## src/rtl/keccak_pkg.sv

```systemverilog
// Shared Keccak constants and squeeze FSM encodings.
// Imported by the squeeze serializer and its word selector.
package keccak_pkg;

   localparam int KECCAK_STATE_WIDTH = 1600;
   localparam int KECCAK_LANE_WIDTH  = 64;
   localparam int KECCAK_ROUNDS      = 24;

   typedef enum logic {
      SQ_IDLE = 1'b0,
      SQ_SEND = 1'b1
   } sq_state_e;

endpackage

```

## src/rtl/keccak_word_sel.sv

```systemverilog
// Selects one digest word from the capture register.
// Build option: KECCAK_OUT_BSWAP_EN byte-reverses each word.
module keccak_word_sel
   import keccak_pkg::*;
#(
   parameter int WORD_WIDTH = KECCAK_LANE_WIDTH,
   parameter int OUT_WORDS  = 4,
   parameter int CW         = 2
) (
   input  logic [OUT_WORDS*WORD_WIDTH-1:0] cap_i,
   input  logic [CW-1:0]                   cnt_i,
   output logic [WORD_WIDTH-1:0]           word_o
);

   logic [WORD_WIDTH-1:0] lane;

   // pick lane[cnt] and optionally reverse its byte order
   always_comb begin
      lane = cap_i[cnt_i*WORD_WIDTH +: WORD_WIDTH];
`ifdef KECCAK_OUT_BSWAP_EN
      word_o = '0;
      for (int b = 0; b < WORD_WIDTH / 8; b++) begin
         word_o[b*8 +: 8] = lane[WORD_WIDTH-8-b*8 +: 8];
      end
`else
      word_o = lane;
`endif
   end

endmodule

```

## src/rtl/keccak_squeeze_serializer.sv

```systemverilog
// Captures the digest on the delayed valid pulse and streams it
// as WORD_WIDTH words; optional KECCAK_OUT_BSWAP_EN byte swap.
module keccak_squeeze_serializer
   import keccak_pkg::*;
#(
   parameter int STATE_WIDTH = KECCAK_STATE_WIDTH,
   parameter int WORD_WIDTH  = KECCAK_LANE_WIDTH,
   parameter int OUT_WORDS   = 4
) (
   input  logic                   clk,
   input  logic                   resetn,
   input  logic                   enable,
   input  logic                   in_valid,
   input  logic [STATE_WIDTH-1:0] in_state,
   input  logic                   out_ready,
   output logic                   out_valid,
   output logic [WORD_WIDTH-1:0]  out_data,
   output logic                   out_last,
   output logic                   busy,
   output logic                   overrun
);

   localparam int DW = OUT_WORDS * WORD_WIDTH;
   localparam int CW = (OUT_WORDS > 1) ? $clog2(OUT_WORDS) : 1;
   localparam logic [CW-1:0] LAST_IDX = CW'(OUT_WORDS - 1);

   sq_state_e      state_q, state_d;
   logic [CW-1:0]  cnt_q, cnt_d;
   logic [DW-1:0]  cap_q, cap_d;
   logic           overrun_q, overrun_d;

   logic                  send;
   logic                  is_last;
   logic                  beat;
   logic                  take;
   logic [WORD_WIDTH-1:0] word;

   // only the digest lanes are ever captured
   if (DW < STATE_WIDTH) begin : g_unused
      logic unused_hi;
      assign unused_hi = ^in_state[STATE_WIDTH-1:DW];
   end

   keccak_word_sel #(
      .WORD_WIDTH (WORD_WIDTH),
      .OUT_WORDS  (OUT_WORDS),
      .CW         (CW)
   ) u_word_sel (
      .cap_i  (cap_q),
      .cnt_i  (cnt_q),
      .word_o (word)
   );

   assign send      = (state_q == SQ_SEND);
   assign is_last   = send && (cnt_q == LAST_IDX);
   assign out_valid = send & enable;
   assign beat      = out_valid & out_ready;
   assign take      = enable & in_valid;
   assign out_data  = send ? word : '0;
   assign out_last  = is_last;
   assign busy      = send;
   assign overrun   = overrun_q;

   // next state: capture, advance on beats, flag dropped pulses
   always_comb begin
      state_d   = state_q;
      cnt_d     = cnt_q;
      cap_d     = cap_q;
      overrun_d = overrun_q;
      unique case (state_q)
         SQ_IDLE: begin
            if (take) begin
               state_d = SQ_SEND;
               cap_d   = in_state[DW-1:0];
               cnt_d   = '0;
            end
         end
         SQ_SEND: begin
            if (beat && is_last) begin
               cnt_d = '0;
               if (take) begin
                  cap_d = in_state[DW-1:0];
               end else begin
                  state_d = SQ_IDLE;
               end
            end else begin
               if (beat) begin
                  cnt_d = cnt_q + 1'b1;
               end
               if (take) begin
                  overrun_d = 1'b1;
               end
            end
         end
      endcase
   end

   // state registers; reset abandons any stream in flight
   always_ff @(posedge clk or negedge resetn) begin
      if (!resetn) begin
         state_q   <= SQ_IDLE;
         cnt_q     <= '0;
         cap_q     <= '0;
         overrun_q <= 1'b0;
      end else begin
         state_q   <= state_d;
         cnt_q     <= cnt_d;
         cap_q     <= cap_d;
         overrun_q <= overrun_d;
      end
   end

endmodule

```

## config.mk

```make
export PLATFORM = sky130hd
export DESIGN_NAME = keccak_squeeze_serializer
export DESIGN_NICKNAME = d
export VERILOG_FILES = /design/src/rtl/keccak_pkg.sv /design/src/rtl/keccak_word_sel.sv /design/src/rtl/keccak_squeeze_serializer.sv
export SDC_FILE = /design/constraint.sdc
export NUM_CORES = 1
export LEC_CHECK = 0
export CAP_MARGIN = 0
export CORE_AREA = 2 2 655 657
export DETAILED_ROUTE_END_ITERATION = 16
export DIE_AREA = 0 0 657 659
export GPL_ROUTABILITY_DRIVEN = 0
export GPL_TIMING_DRIVEN = 0
export HOLD_SLACK_MARGIN = 0.12
export SLEW_MARGIN = 20
export SYNTH_ARGS = -nofsm -noshare
export SYNTH_HDL_FRONTEND = slang
export SYNTH_SLANG_ARGS = --single-unit
```

## constraint.sdc

```tcl
create_clock -name clk -period 1.8 [get_ports clk]
set_clock_uncertainty 0.05 [all_clocks]
set_input_delay 0.45 -clock clk [delete_from_list [all_inputs] [get_ports clk]]
set_output_delay 0.45 -clock clk [all_outputs]
set_load 0.02 [all_outputs]
```

Yosys cells after proc, flatten, opt, wreduce, memory -nomap -nowiden --
Cells that the tools add are included.
Operators by class: add/sub/neg operators 1, multiplexer cells 11, bitwise operators 5, shift operators 1, multipliers 0, reductions and logical operators 4, magnitude comparators 0, equality and inequality tests 4, divide/modulo/power cells 0
Operators with widths (count):
- 256-bit two-way mux | 2
- 256-bit one-hot mux with 2 select lines | 1
- 256-bit by 9-bit indexed part select with 64-bit output | 1
- 64-bit two-way mux | 1
- 2-bit two-way mux | 3
- 2-bit one-hot mux with 2 select lines | 1
- 1-bit bitwise AND | 3
- 3-bit by 1-bit inequality test with 1-bit output (second input constant) | 1
- 3-bit AND reduction | 1
- 2-bit by 1-bit adder with 2-bit output (second input constant) | 1
- 2-bit == test (second input constant) | 1
- 1-bit logical AND | 2
- 1-bit two-way mux | 2
- 2-bit by 1-bit inequality test with 1-bit output (second input constant) | 1
- 2-bit inequality test (second input constant) | 1
- 1-bit inverter | 2
- 1-bit one-hot mux with 2 select lines | 1
- 2-bit AND reduction | 1
Storage, ports and cells: logic and storage cells 30, latch bits 0, memory bits (writable) 0, memories kept 0, output and inout port bits 68, ROM bits 0, bits of input ports 1605, register bits after elaboration 260

Longest topological paths before layout --
depth in word-level cells 5, mapped depth 6, depth with buffers taken out 4

Modules after synthesis --
From an unflattened synthesis, not the netlist that was laid out.
Unflattened totals: cell total of the unflattened synthesis 712, area total of the unflattened synthesis 13010.0 um^2
Modules (own cells, without submodules):
- keccak_squeeze_serializer | area each 11387.2 um^2, cells an instance 634, instances 1, seq. area each 6506.2 um^2
- keccak_word_sel | area each 1622.8 um^2, cells an instance 78, instances 1, seq. area each 0.0 um^2

Worst setup path before layout --
No wires, ideal clock.
kind register -> output, start point register cnt_q[0], end point output port out_data[26], stages on the path, launching flop included 6, buffers on the path 3, arrival 1.514 ns, required time 1.300 ns, slack -0.214 ns, cells stage by stage dfrtp_1 > clkbuf_2 > buf_6 > buf_6 > mux4_2 > and2_1
Between the ends: cells in the longest elaborated chain, start to end 2
Ends and longest elaborated chain:
- start: declaration | line keccak_squeeze_serializer.sv:28 | logic [CW-1:0] cnt_q, cnt_d;
- start signal: assignment | line keccak_squeeze_serializer.sv:107 | cnt_q <= cnt_d;
- 256-bit by 9-bit indexed part select with 64-bit output | line keccak_word_sel.sv:19 | lane = cap_i[cnt_i*WORD_WIDTH +: WORD_WIDTH];
- 64-bit two-way mux | line keccak_squeeze_serializer.sv:59 | assign out_data = send ? word : '0;
- end: declaration | line keccak_squeeze_serializer.sv:17 | output logic [WORD_WIDTH-1:0] out_data,
No other way between the ends.

Worst setup path after layout --
start point register cnt_q[0], end point output port out_data[52]
The elaborated chain is that of the path after synthesis.

==> results.cfg <==
[yosys]
synthFlopType = dfrtp_1
synth_warnings = 0
netlist-cell-type-count = 21
synth_top_area_share_pct = 55.2
synth-edff-count = 0
ys_seq_elements = 260
syn-instance-count = 714
avgSynthCellArea_um2 = 16.5
yosys-top-cells-area = dfrtp_1, mux2_2, mux4_2
syn_nets = 2320
syn-cell-area_um2 = 11800
ys_async_sr_fraction_pct = 100
yosysTopAreaCell = dfrtp_1
synth_seq_area_share_pct = 55.2

[placed_design]
dpl_worst_slack_ns = -2.09
port-buffer-count = 328
hpwl_um = 61200
placed_cell_area_um2 = 22500

[clock_network]
numCtsBuffers = 34
clk_pin_slew_worst_paths_ns = 0.06
cts-htree-levels = 2
clock_path_buffers = 3
cts_root_buf = clkbuf_16
clock_latency_ns = 0.58
cts_tree = done
cts.sink_count = 260

[global_route]
grt_pass1_vias = 9174
grt_max_degree = 88
grt_pass1_wl_um = 96000
grt_overflow = 0
grt_antenna_before_repair = 63
grt_use_total_pct = 3.45

[worst_setup_path]
reg2regPathDepth = 10
rrSetupSlack_ns = -0.47
regToRegEndpoint = cap_q[40]$_DFFE_PN0P_
endpoint_kind = output pin
start_kind = flop
crit_type = flop to output pin
crit_required_ns = 1.30
reg2reg_from = busy$_DFF_PN0_
cp_max_fo = 7
arrival_ns = 2.43

[sta]
period_minus_slack_ns = 2.93
slew_headroom_pct = 58.4
fin_crit_sh_pct = 163
rsz0062_at_grt = true
slew_viol_final = 0
worst_slew_pin_slew_ns = 0.625
whs_ns = -0.278
fin_ws_ns = -1.13
fin_setup_tns_ns = -169.31
setup_viol = 323
fmax_ghz = 0.341
finalHoldViolCount = 48

[floorplan]
io_pins = 1673
die-area_um2 = 433000
die_w_um = 657
die_y_um = 659
coreArea_um2 = 426000
initial_utilization_pct = 2.77
rows = 240

[power]
power_density_nw_per_um2 = 1510
p_leak_nw = 8.31
finalPower_mw = 39.1
vdd_ir_drop_max_uv = 1020

[detailed_routing]
final_antenna_net_count = 0
wl_um = 80900
drc_errors = 0
first_pass_iters = 4
drt_iter0_markers = 314
vias = 8584
wl_per_cell_um = 11.7
vias_per_cell = 1.24

[cells_and_area]
fin_area_um2 = 26000
final_nets = 2775
layout-drive-gt1-share_pct = 52.0
final_core_util_pct = 6.10
area_delta_synth_final_pct = 120

[flow_run]
drv_cap = 0

[min_path]
hold_path.class = primary input to async pin

[outcome]
status = finished with violations
violations = negative hold slack, negative setup slack
## worst max-delay path: stages (launching register included)
cell and delay [ns]:
dfrtp_1 0.38, clkbuf_16 0.18, buf_16 0.17, buf_16 0.17
buf_4 0.13, mux4_2 0.48, and2_4 0.18, buf_6 0.12
## routing by layer
layer / global-route usage [%] / share of wire, %
met5: 0 / 0.057
met4: 1.21 / 3.5
met3: 1.11 / 7.6
met2: 6.16 / 51
met1: 3.83 / 38
## placed cells by master, fill, tap and decap left out, types with 44 or more instances in the layout
| master | count |
|---|---|
| mux2_4 | 109 |
| clkdlybuf4s50_1 | 260 |
| and2_4 | 63 |
| mux2_2 | 118 |
| clkbuf_16 | 51 |
| buf_4 | 51 |
| mux4_2 | 64 |
| dfrtp_1 | 259 |
| buf_12 | 44 |
| buf_6 | 55 |
## power by group
group / total, mW / switching (mW) / internal [mW] / leakage (nW)
registers: 11.5 / 2.71 / 8.77 / 3.13
clock network: 6.71 / 2.89 / 3.81 / 0.532
logic: 21.0 / 8.55 / 12.4 / 4.65
total: 39.1 / 14.1 / 25.0 / 8.31
## how the worst max path moves through the flow
stage	to	slack, ns	depth (start not counted)	start
floorplan	out_data[26]	-0.14	5	cnt_q[0]$_DFFE_PN0P_
global placement	cap_q[177]$_DFFE_PN0P_	-11.97	1	resetn
detailed placement	out_data[46]	-2.09	5	cnt_q[1]$_DFFE_PN0P_
CTS	out_data[2]	-1.32	6	cnt_q[0]$_DFFE_PN0P_
global route	out_data[50]	-1.22	7	cnt_q[0]$_DFFE_PN0P_
finish	out_data[52]	-1.13	7	cnt_q[0]$_DFFE_PN0P_
## sequential cells by signal, summed over array words and instances (netlist names)
signal	cells
cap_q	256
cnt_q	2
busy	1
overrun	1
## logic make-up after synthesis
| kind of cell | Yosys count | synth area share, % |
|---|---|---|
| AO/OA/AOI/OAI | 7 | 0.520 |
| adder cells (fa/ha/maj) | 1 | 0.106 |
| buffers and inverters | 52 | 3.73 |
| flip-flops | 260 | 55.2 |
| multiplexers | 320 | 36.7 |
| AND/OR/NAND/NOR | 74 | 3.80 |
## cell type report
class	instances	area [um2]
tap	5687	7120
inverter	1	3.75
sequential	260	6510
clock inverter	13	105
fill	49900	400000
buffer	44	796
timing repair buffer	426	5000
multi-input combinational	402	5430
antenna	27	67.6
clock buffer	43	966
## synthesized netlist by cell type (2+ instances only)
| master | count |
|---|---|
| buf_6 | 30 |
| mux4_2 | 64 |
| and2_1 | 66 |
| nand3_1 | 2 |
| mux2_2 | 188 |
| buf_2 | 9 |
| dfrtp_1 | 260 |
| a22o_1 | 2 |
| clkbuf_1 | 7 |
| o21ai_0 | 2 |
| buf_1 | 2 |
| mux2_1 | 68 |
| buf_4 | 2 |
| nand2_1 | 5 |
## what timing repair did
| item | 4_1_cts | 5_1_grt |
|---|---|---|
| resized for setup | 447 | 246 |
| pin swaps | 3 | 2 |
| buffers inserted | 34 | 36 |
| endpoints found under the hold margin | 110 | 48 |
| gates cloned | 14 | 15 |
| endpoints found under the setup margin | 326 | 323 |
## through the flow
step,hold slack [ns],std cells
final,-0.278,6903
after floorplan,0.104,714
after global placement,0.402,6729
after CTS,-0.315,6838
after detailed placement,0.328,6734
after global routing,-0.286,6885
Power figures use the tool's default switching activity.
